**config.mk**
```make
export PLATFORM = sky130hd
export DESIGN_NAME = spi_reg_write_rx
export DESIGN_NICKNAME = d
export VERILOG_FILES = /design/src/rtl/spi_rx_pkg.sv /design/src/rtl/spi_sync.sv /design/src/rtl/spi_reg_write_rx.sv
export SDC_FILE = /design/constraint.sdc
export NUM_CORES = 1
export LEC_CHECK = 0
export ABC_AREA = 1
export ABC_CLOCK_PERIOD_IN_PS = 1300
export CAP_MARGIN = 20
export CORE_ASPECT_RATIO = 0.9
export CORE_MARGIN = 1
export CORE_UTILIZATION = 45
export CTS_CLUSTER_SIZE = 40
export DETAILED_ROUTE_END_ITERATION = 8
export GPL_TIMING_DRIVEN = 0
export PLACE_DENSITY = 0.65
export SLEW_MARGIN = 30
export SYNTH_ARGS = -nofsm -noshare
export SYNTH_HDL_FRONTEND = slang
export SYNTH_SLANG_ARGS = --single-unit
```
**constraint.sdc**
```tcl
create_clock -name clk -period 1.3 [get_ports clk]
set_input_delay 0.13 -clock clk [delete_from_list [all_inputs] [get_ports clk]]
set_output_delay 0.13 -clock clk [all_outputs]
set_load 0.03 [all_outputs]
```
**src/rtl/spi_rx_pkg.sv**
```systemverilog
// Shared types and constants for the SPI register-write receiver.
// FSM state encoding plus byte/command field positions.
package spi_rx_pkg;

    localparam int unsigned BYTE_W     = 8;
    localparam int unsigned CMD_WR_BIT = 7;

    typedef enum logic [1:0] {
        IDLE    = 2'd0,
        CMD     = 2'd1,
        DATA    = 2'd2,
        DISCARD = 2'd3
    } state_e;

endpackage

```
**src/rtl/spi_sync.sv**
```systemverilog
// Multi-stage synchronizer for one SPI pin with registered edge detection.
// level, rise and fall are all registered so they stay mutually aligned.
module spi_sync #(
    parameter int unsigned SYNC_STAGES = 2,
    parameter logic        RESET_VAL   = 1'b0
) (
    input  logic clk,
    input  logic rst_n,
    input  logic din,
    output logic level,
    output logic rise,
    output logic fall
);

    logic [SYNC_STAGES-1:0] sync_q;
    logic                   sync_out;
    logic                   prev_q;
    logic                   rise_q;
    logic                   fall_q;

    assign sync_out = sync_q[SYNC_STAGES-1];

    always_ff @(posedge clk or negedge rst_n) begin
        if (!rst_n) begin
            sync_q <= {SYNC_STAGES{RESET_VAL}};
            prev_q <= RESET_VAL;
            rise_q <= 1'b0;
            fall_q <= 1'b0;
        end else begin
            sync_q <= {sync_q[SYNC_STAGES-2:0], din};
            prev_q <= sync_out;
            rise_q <= sync_out & ~prev_q;
            fall_q <= ~sync_out & prev_q;
        end
    end

    // prev_q carries the same delay as the edge flags, so callers see them in step
    assign level = prev_q;
    assign rise  = rise_q;
    assign fall  = fall_q;

endmodule

```
**src/rtl/spi_reg_write_rx.sv**
```systemverilog
// SPI mode-0 write-only slave: oversamples cs_n/sck/mosi, assembles MSB-first
// bytes and turns a write command plus data bytes into register-write strobes.
module spi_reg_write_rx
    import spi_rx_pkg::*;
#(
    parameter int unsigned ADDR_W      = 7,
    parameter int unsigned SYNC_STAGES = 2
) (
    input  logic              clk,
    input  logic              rst_n,
    input  logic              spi_cs_n,
    input  logic              spi_mosi,
    input  logic              spi_sck,
    output logic              wr_en,
    output logic [ADDR_W-1:0] wr_addr,
    output logic [BYTE_W-1:0] wr_data,
    output logic              frame_active,
    output logic              frame_err
);

    logic cs_level;
    logic cs_rise;
    logic cs_fall;
    logic sck_rise;
    logic mosi_level;
    logic unused_sck_level;
    logic unused_sck_fall;
    logic unused_mosi_rise;
    logic unused_mosi_fall;

    spi_sync #(
        .SYNC_STAGES (SYNC_STAGES),
        .RESET_VAL   (1'b1)
    ) u_sync_cs (
        .clk   (clk),
        .rst_n (rst_n),
        .din   (spi_cs_n),
        .level (cs_level),
        .rise  (cs_rise),
        .fall  (cs_fall)
    );

    spi_sync #(
        .SYNC_STAGES (SYNC_STAGES),
        .RESET_VAL   (1'b0)
    ) u_sync_sck (
        .clk   (clk),
        .rst_n (rst_n),
        .din   (spi_sck),
        .level (unused_sck_level),
        .rise  (sck_rise),
        .fall  (unused_sck_fall)
    );

    spi_sync #(
        .SYNC_STAGES (SYNC_STAGES),
        .RESET_VAL   (1'b0)
    ) u_sync_mosi (
        .clk   (clk),
        .rst_n (rst_n),
        .din   (spi_mosi),
        .level (mosi_level),
        .rise  (unused_mosi_rise),
        .fall  (unused_mosi_fall)
    );

    state_e            state_q, state_d;
    logic [2:0]        cnt_q, cnt_d;
    logic [BYTE_W-1:0] shreg_q, shreg_d;
    logic              done_q, done_d;
    logic [ADDR_W-1:0] addr_q, addr_d;
    logic              wr_en_q, wr_en_d;
    logic [ADDR_W-1:0] wr_addr_q, wr_addr_d;
    logic [BYTE_W-1:0] wr_data_q, wr_data_d;
    logic              frame_active_q, frame_active_d;
    logic              frame_err_q, frame_err_d;
    logic [SYNC_STAGES:0] warm_q;
    logic              armed_q, armed_d;

    always_comb begin
        state_d        = state_q;
        cnt_d          = cnt_q;
        shreg_d        = shreg_q;
        done_d         = 1'b0;
        addr_d         = addr_q;
        wr_en_d        = 1'b0;
        wr_addr_d      = wr_addr_q;
        wr_data_d      = wr_data_q;
        frame_active_d = ~cs_level;
        frame_err_d    = cs_rise && (cnt_q != 3'd0);
        // Only accept frames once cs_n has been seen high with a flushed synchronizer
        armed_d        = armed_q | (warm_q[SYNC_STAGES] & cs_level);

        // A byte completed on the previous cycle; shreg_q now holds it whole
        if (done_q) begin
            unique case (state_q)
                CMD: begin
                    if (shreg_q[CMD_WR_BIT]) begin
                        addr_d  = shreg_q[ADDR_W-1:0];
                        state_d = DATA;
                    end else begin
                        state_d = DISCARD;
                    end
                end
                DATA: begin
                    wr_en_d   = 1'b1;
                    wr_addr_d = addr_q;
                    wr_data_d = shreg_q;
                    addr_d    = addr_q + ADDR_W'(1);
                end
                default: ;
            endcase
        end

        // cs_n high outranks any sck edge seen in the same cycle
        if (cs_level) begin
            state_d = IDLE;
            cnt_d   = 3'd0;
            shreg_d = '0;
        end else if (state_q == IDLE) begin
            if (cs_fall && armed_q) begin
                state_d = CMD;
            end
        end else if (sck_rise) begin
            shreg_d = {shreg_q[BYTE_W-2:0], mosi_level};
            cnt_d   = cnt_q + 3'd1;
            done_d  = (cnt_q == 3'(BYTE_W - 1));
        end
    end

    always_ff @(posedge clk or negedge rst_n) begin
        if (!rst_n) begin
            state_q        <= IDLE;
            cnt_q          <= 3'd0;
            shreg_q        <= '0;
            done_q         <= 1'b0;
            addr_q         <= '0;
            wr_en_q        <= 1'b0;
            wr_addr_q      <= '0;
            wr_data_q      <= '0;
            frame_active_q <= 1'b0;
            frame_err_q    <= 1'b0;
            warm_q         <= '0;
            armed_q        <= 1'b0;
        end else begin
            state_q        <= state_d;
            cnt_q          <= cnt_d;
            shreg_q        <= shreg_d;
            done_q         <= done_d;
            addr_q         <= addr_d;
            wr_en_q        <= wr_en_d;
            wr_addr_q      <= wr_addr_d;
            wr_data_q      <= wr_data_d;
            frame_active_q <= frame_active_d;
            frame_err_q    <= frame_err_d;
            warm_q         <= {warm_q[SYNC_STAGES-1:0], 1'b1};
            armed_q        <= armed_d;
        end
    end

    assign wr_en        = wr_en_q;
    assign wr_addr      = wr_addr_q;
    assign wr_data      = wr_data_q;
    assign frame_active = frame_active_q;
    assign frame_err    = frame_err_q;

endmodule

```
==> results.txt <==
The ratio of total power to cell area came out at 1090 nW/um^2. The area of the die is 5040 sq um. The instance area after placement came out at 2460 sq um. The buffer depth of the longest clock path is 2. The number of buffers added by the clock tree synthesis step came out at 5. The die boundary width came out at 74.7 um. The maximum net fanout on the critical path came out at 10. The largest net degree at the start of global routing is 38. The routed wirelength normalized by instance count is between 10 and 15 um. The fraction of power consumed by combinational cells came out at about 4.9%. The minimum clock period came out at about 1.2 ns. The critical path data arrival time came out at 1.43 ns.

Once detailed placement completed, the half-perimeter wirelength came to between 2 and 3 mm. In the routed design, unresolved DRC markers number 0. For this run, the leading register cell type out of synthesis is dfrtp_1.

Measured along the y axis, the die boundary spans just under 70 um. The layout overhead on the synthesized area came out at 20.0%. The final weighted congestion in routability-driven placement came out at 0.875. The post-synthesis cell area came out at 2140 sq um. The effective utilization at floorplan came out at 47.4%.

Of the available clock period, the critical path in the final layout requires between 90% and 100%. The worst path meets setup with between 0.06 and 0.07 ns of slack. The total number of H-tree levels came out at 2.

The share of cells above drive strength 1 is a little under an eighth. In this run, synthesis inferred 0 flip-flops with an integrated enable. The initial antenna violation count is 0.

The worst-skew pair later-pin latency is approximately 0.30 ns. STA classifies the critical path endpoint as a register. The count of clock tree sinks is 55. The switching power share of the total came out at between 20% and 30%. The via count is 1467. For the final database, setup skew stands at 0.0125 ns.

After detailed routing, the number of vias per cell comes to 4.83. The worst-case IR drop observed on VDD is 751 uV. The number of antenna-violating nets in the routed design came out at 0.

The overall track demand over capacity in global routing is 17.2%. The iteration-0 DRC count of the detailed router came out at 106. TritonCTS built the clock tree. Setup repair after global routing could not meet its margin everywhere. The first-pass GRT wire length is approximately 6.3 mm.

In the synthesized netlist, the number of instances is 209. 23 I/O pins were placed. The highest clock rate is 0.811 GHz. The clock slew at the register clock pins of the worst setup and hold paths came out at 0.09 ns. The Yosys step of the flow raised 0 warnings.

The final hold violation count came out at 0. The core outline area came out at 4520 sq um. The tool flagged a number of max-cap violations equal to 0. For the worst setup path, the data required time is 1.50 ns. The total grt overflow is 0.

The length of the first detailed-routing pass in iterations is 4. The count of state elements after synthesis is 55. In this run the static leakage power is between 0.001 and 0.0015 uW. Summing the sequential cell areas from Yosys gives 64.4% of the chip area. In this run, placement finished with an instance count of 294.

The final instance count without filler cells came out at 304. The worst setup path is of the reg -> reg kind. The analysis attributes to net switching a power of 603 uW.

The sequential share of power came out at a little under two thirds. The mean post-synth cell area is approximately 10 sq um. The post-route core utilization is 56.9%. The post-route cell area came out at 2570 sq um.

The count of endpoints failing setup in the final report is 0. Internal power comes to 2190 uW. The final antenna diode count is 0. The final wirelength is ~3.7 mm. The number of nets in the layout is 250.

The final count of pins violating max slew came out at 0. The run finished with clean final reports. The tree is rooted in a clkbuf_8. The share of total power dissipated in the clock network is 31.4%.

The filler cells instantiated in the layout total 407. The count of buffers from port buffering came out at 22. The worst-case setup slack after placement is -0.150 ns. The kind of start point of the critical path is a register. The number of distinct library cells after synthesis came out at 27. The post-synthesis net count came out at 218. The class of the most critical hold timing path is in -> async. The async set or reset register ratio after synthesis is 100%.

The placement row count is 23. The number of global-route vias before repair came out at 1324.
path summary, 6_finish.rpt:
| kind | from | end | slack (ns) | depth (start not counted) |
|---|---|---|---|---|
| min reg2reg | u_sync_mosi.sync_q[1] | u_sync_mosi.level | 0.35 | 0 |
| max | state_q[1] | wr_data[7] | 0.07 | 7 |
| min | rst_n | wr_data[4] | 0.23 | 2 |
| max reg2reg | state_q[1] | wr_data[7] | 0.07 | 7 |
| min in group clk | spi_cs_n | u_sync_cs.sync_q[0] | 0.24 | 1 |
| max in group asynchronous | rst_n | u_sync_cs.sync_q[1] | 0.52 | 3 |
timing repair:
item                                    4_1_cts  5_1_grt
setup buffers                                 0        1
hold buffers                                  1        0
endpoints found under the hold margin        50        0
pin swaps                                     0        1
endpoints found under the setup margin       29       19
resized for setup                            20       11
worst max-delay path, cell delays in order, from the launching register on:
cell     delay [ns]
dfrtp_1        0.41
inv_2          0.08
nor2_4         0.13
nand2_2        0.09
buf_6          0.15
buf_6          0.15
nand2_1        0.05
o21ai_1        0.05
per-layer routing:
layer	GRT usage (%)	vias to the layer above	share of wire [%]	wire length, um
li1	-	736	-	-
met1	22.5	698	48	1770
met2	27.3	31	47	1750
met3	4.63	2	4.0	146
met4	6.60	0	0.62	23
met5	0	-	0	0
cells in the mapped netlist (all sizes together) (2+ instances only):
cell	instances	share of area, %
dfrtp	52	61
o22ai	7	2.0
inv	26	4.6
nand2	42	7.6
o21bai	2	0.70
o21ai	24	5.6
nor2	10	2.1
ha	4	2.3
dfstp	3	3.7
a21oi	4	0.93
nand3	20	4.7
buf	6	2.1
metrics by stage:
stage	TNS (ns)	hold slack [ns]	total power (uW)
3_5_place_dp	-1.36	0.0184	1950
3_3_place_gp	-84.19	0.333	1940
6_report	0	0.228	2790
2_1_floorplan	0	-0.166	1870
4_1_cts	0	0.231	2820
5_1_grt	-0.00986	0.234	2920
sequential cells by signal, indices dropped and copies added, names as in the netlist, 3 cells and up:
name	count
addr_q	7
warm_q	3
cnt_q	3
wr_addr	7
wr_data	8
shreg_q	8
logic make-up after synthesis:
family | synth area share [%]
simple gates | 15.2
flops | 64.4
compound gates | 10.3
buf+inv | 7.07
fa+ha+maj | 2.34
xor+xnor | 0.409
other cells | 0.175
placed cells by master, fill, tap and decap left out, types with 3 or more instances in the layout:
cell type,n
dfrtp_1,51
nand2_1,39
inv_1,25
nand3_1,20
dlygate4sd2_1,18
o21ai_0,12
o21ai_1,10
nor2_1,9
o22ai_1,7
clkbuf_8,5
a21oi_1,4
buf_4,4
ha_1,3
clkbuf_1,3
clkdlybuf4s50_1,3
dfstp_2,3
power groups by stage:
stage	sequential (uW)	clock, uW	combinational [uW]
2_1_floorplan	1820	0	50.2
3_3_place_gp	1810	0	124
3_5_place_dp	1810	0	137
4_1_cts	1780	901	140
5_1_grt	1790	971	161
6_report	1780	876	138
cell type report:
cell class / count / area (sq um) / area share [%]
well taps: 62 / 77.6 / 3.02
flip-flops and latches: 55 / 1380 / 53.7
inverters: 27 / 104 / 4.04
multi-input cells: 120 / 643 / 25.0
clock buffers: 8 / 80.1 / 3.11
plain buffers: 7 / 52.6 / 2.04
repair buffers: 25 / 233 / 9.05
No activity file was read; power rests on OpenSTA's default activity.
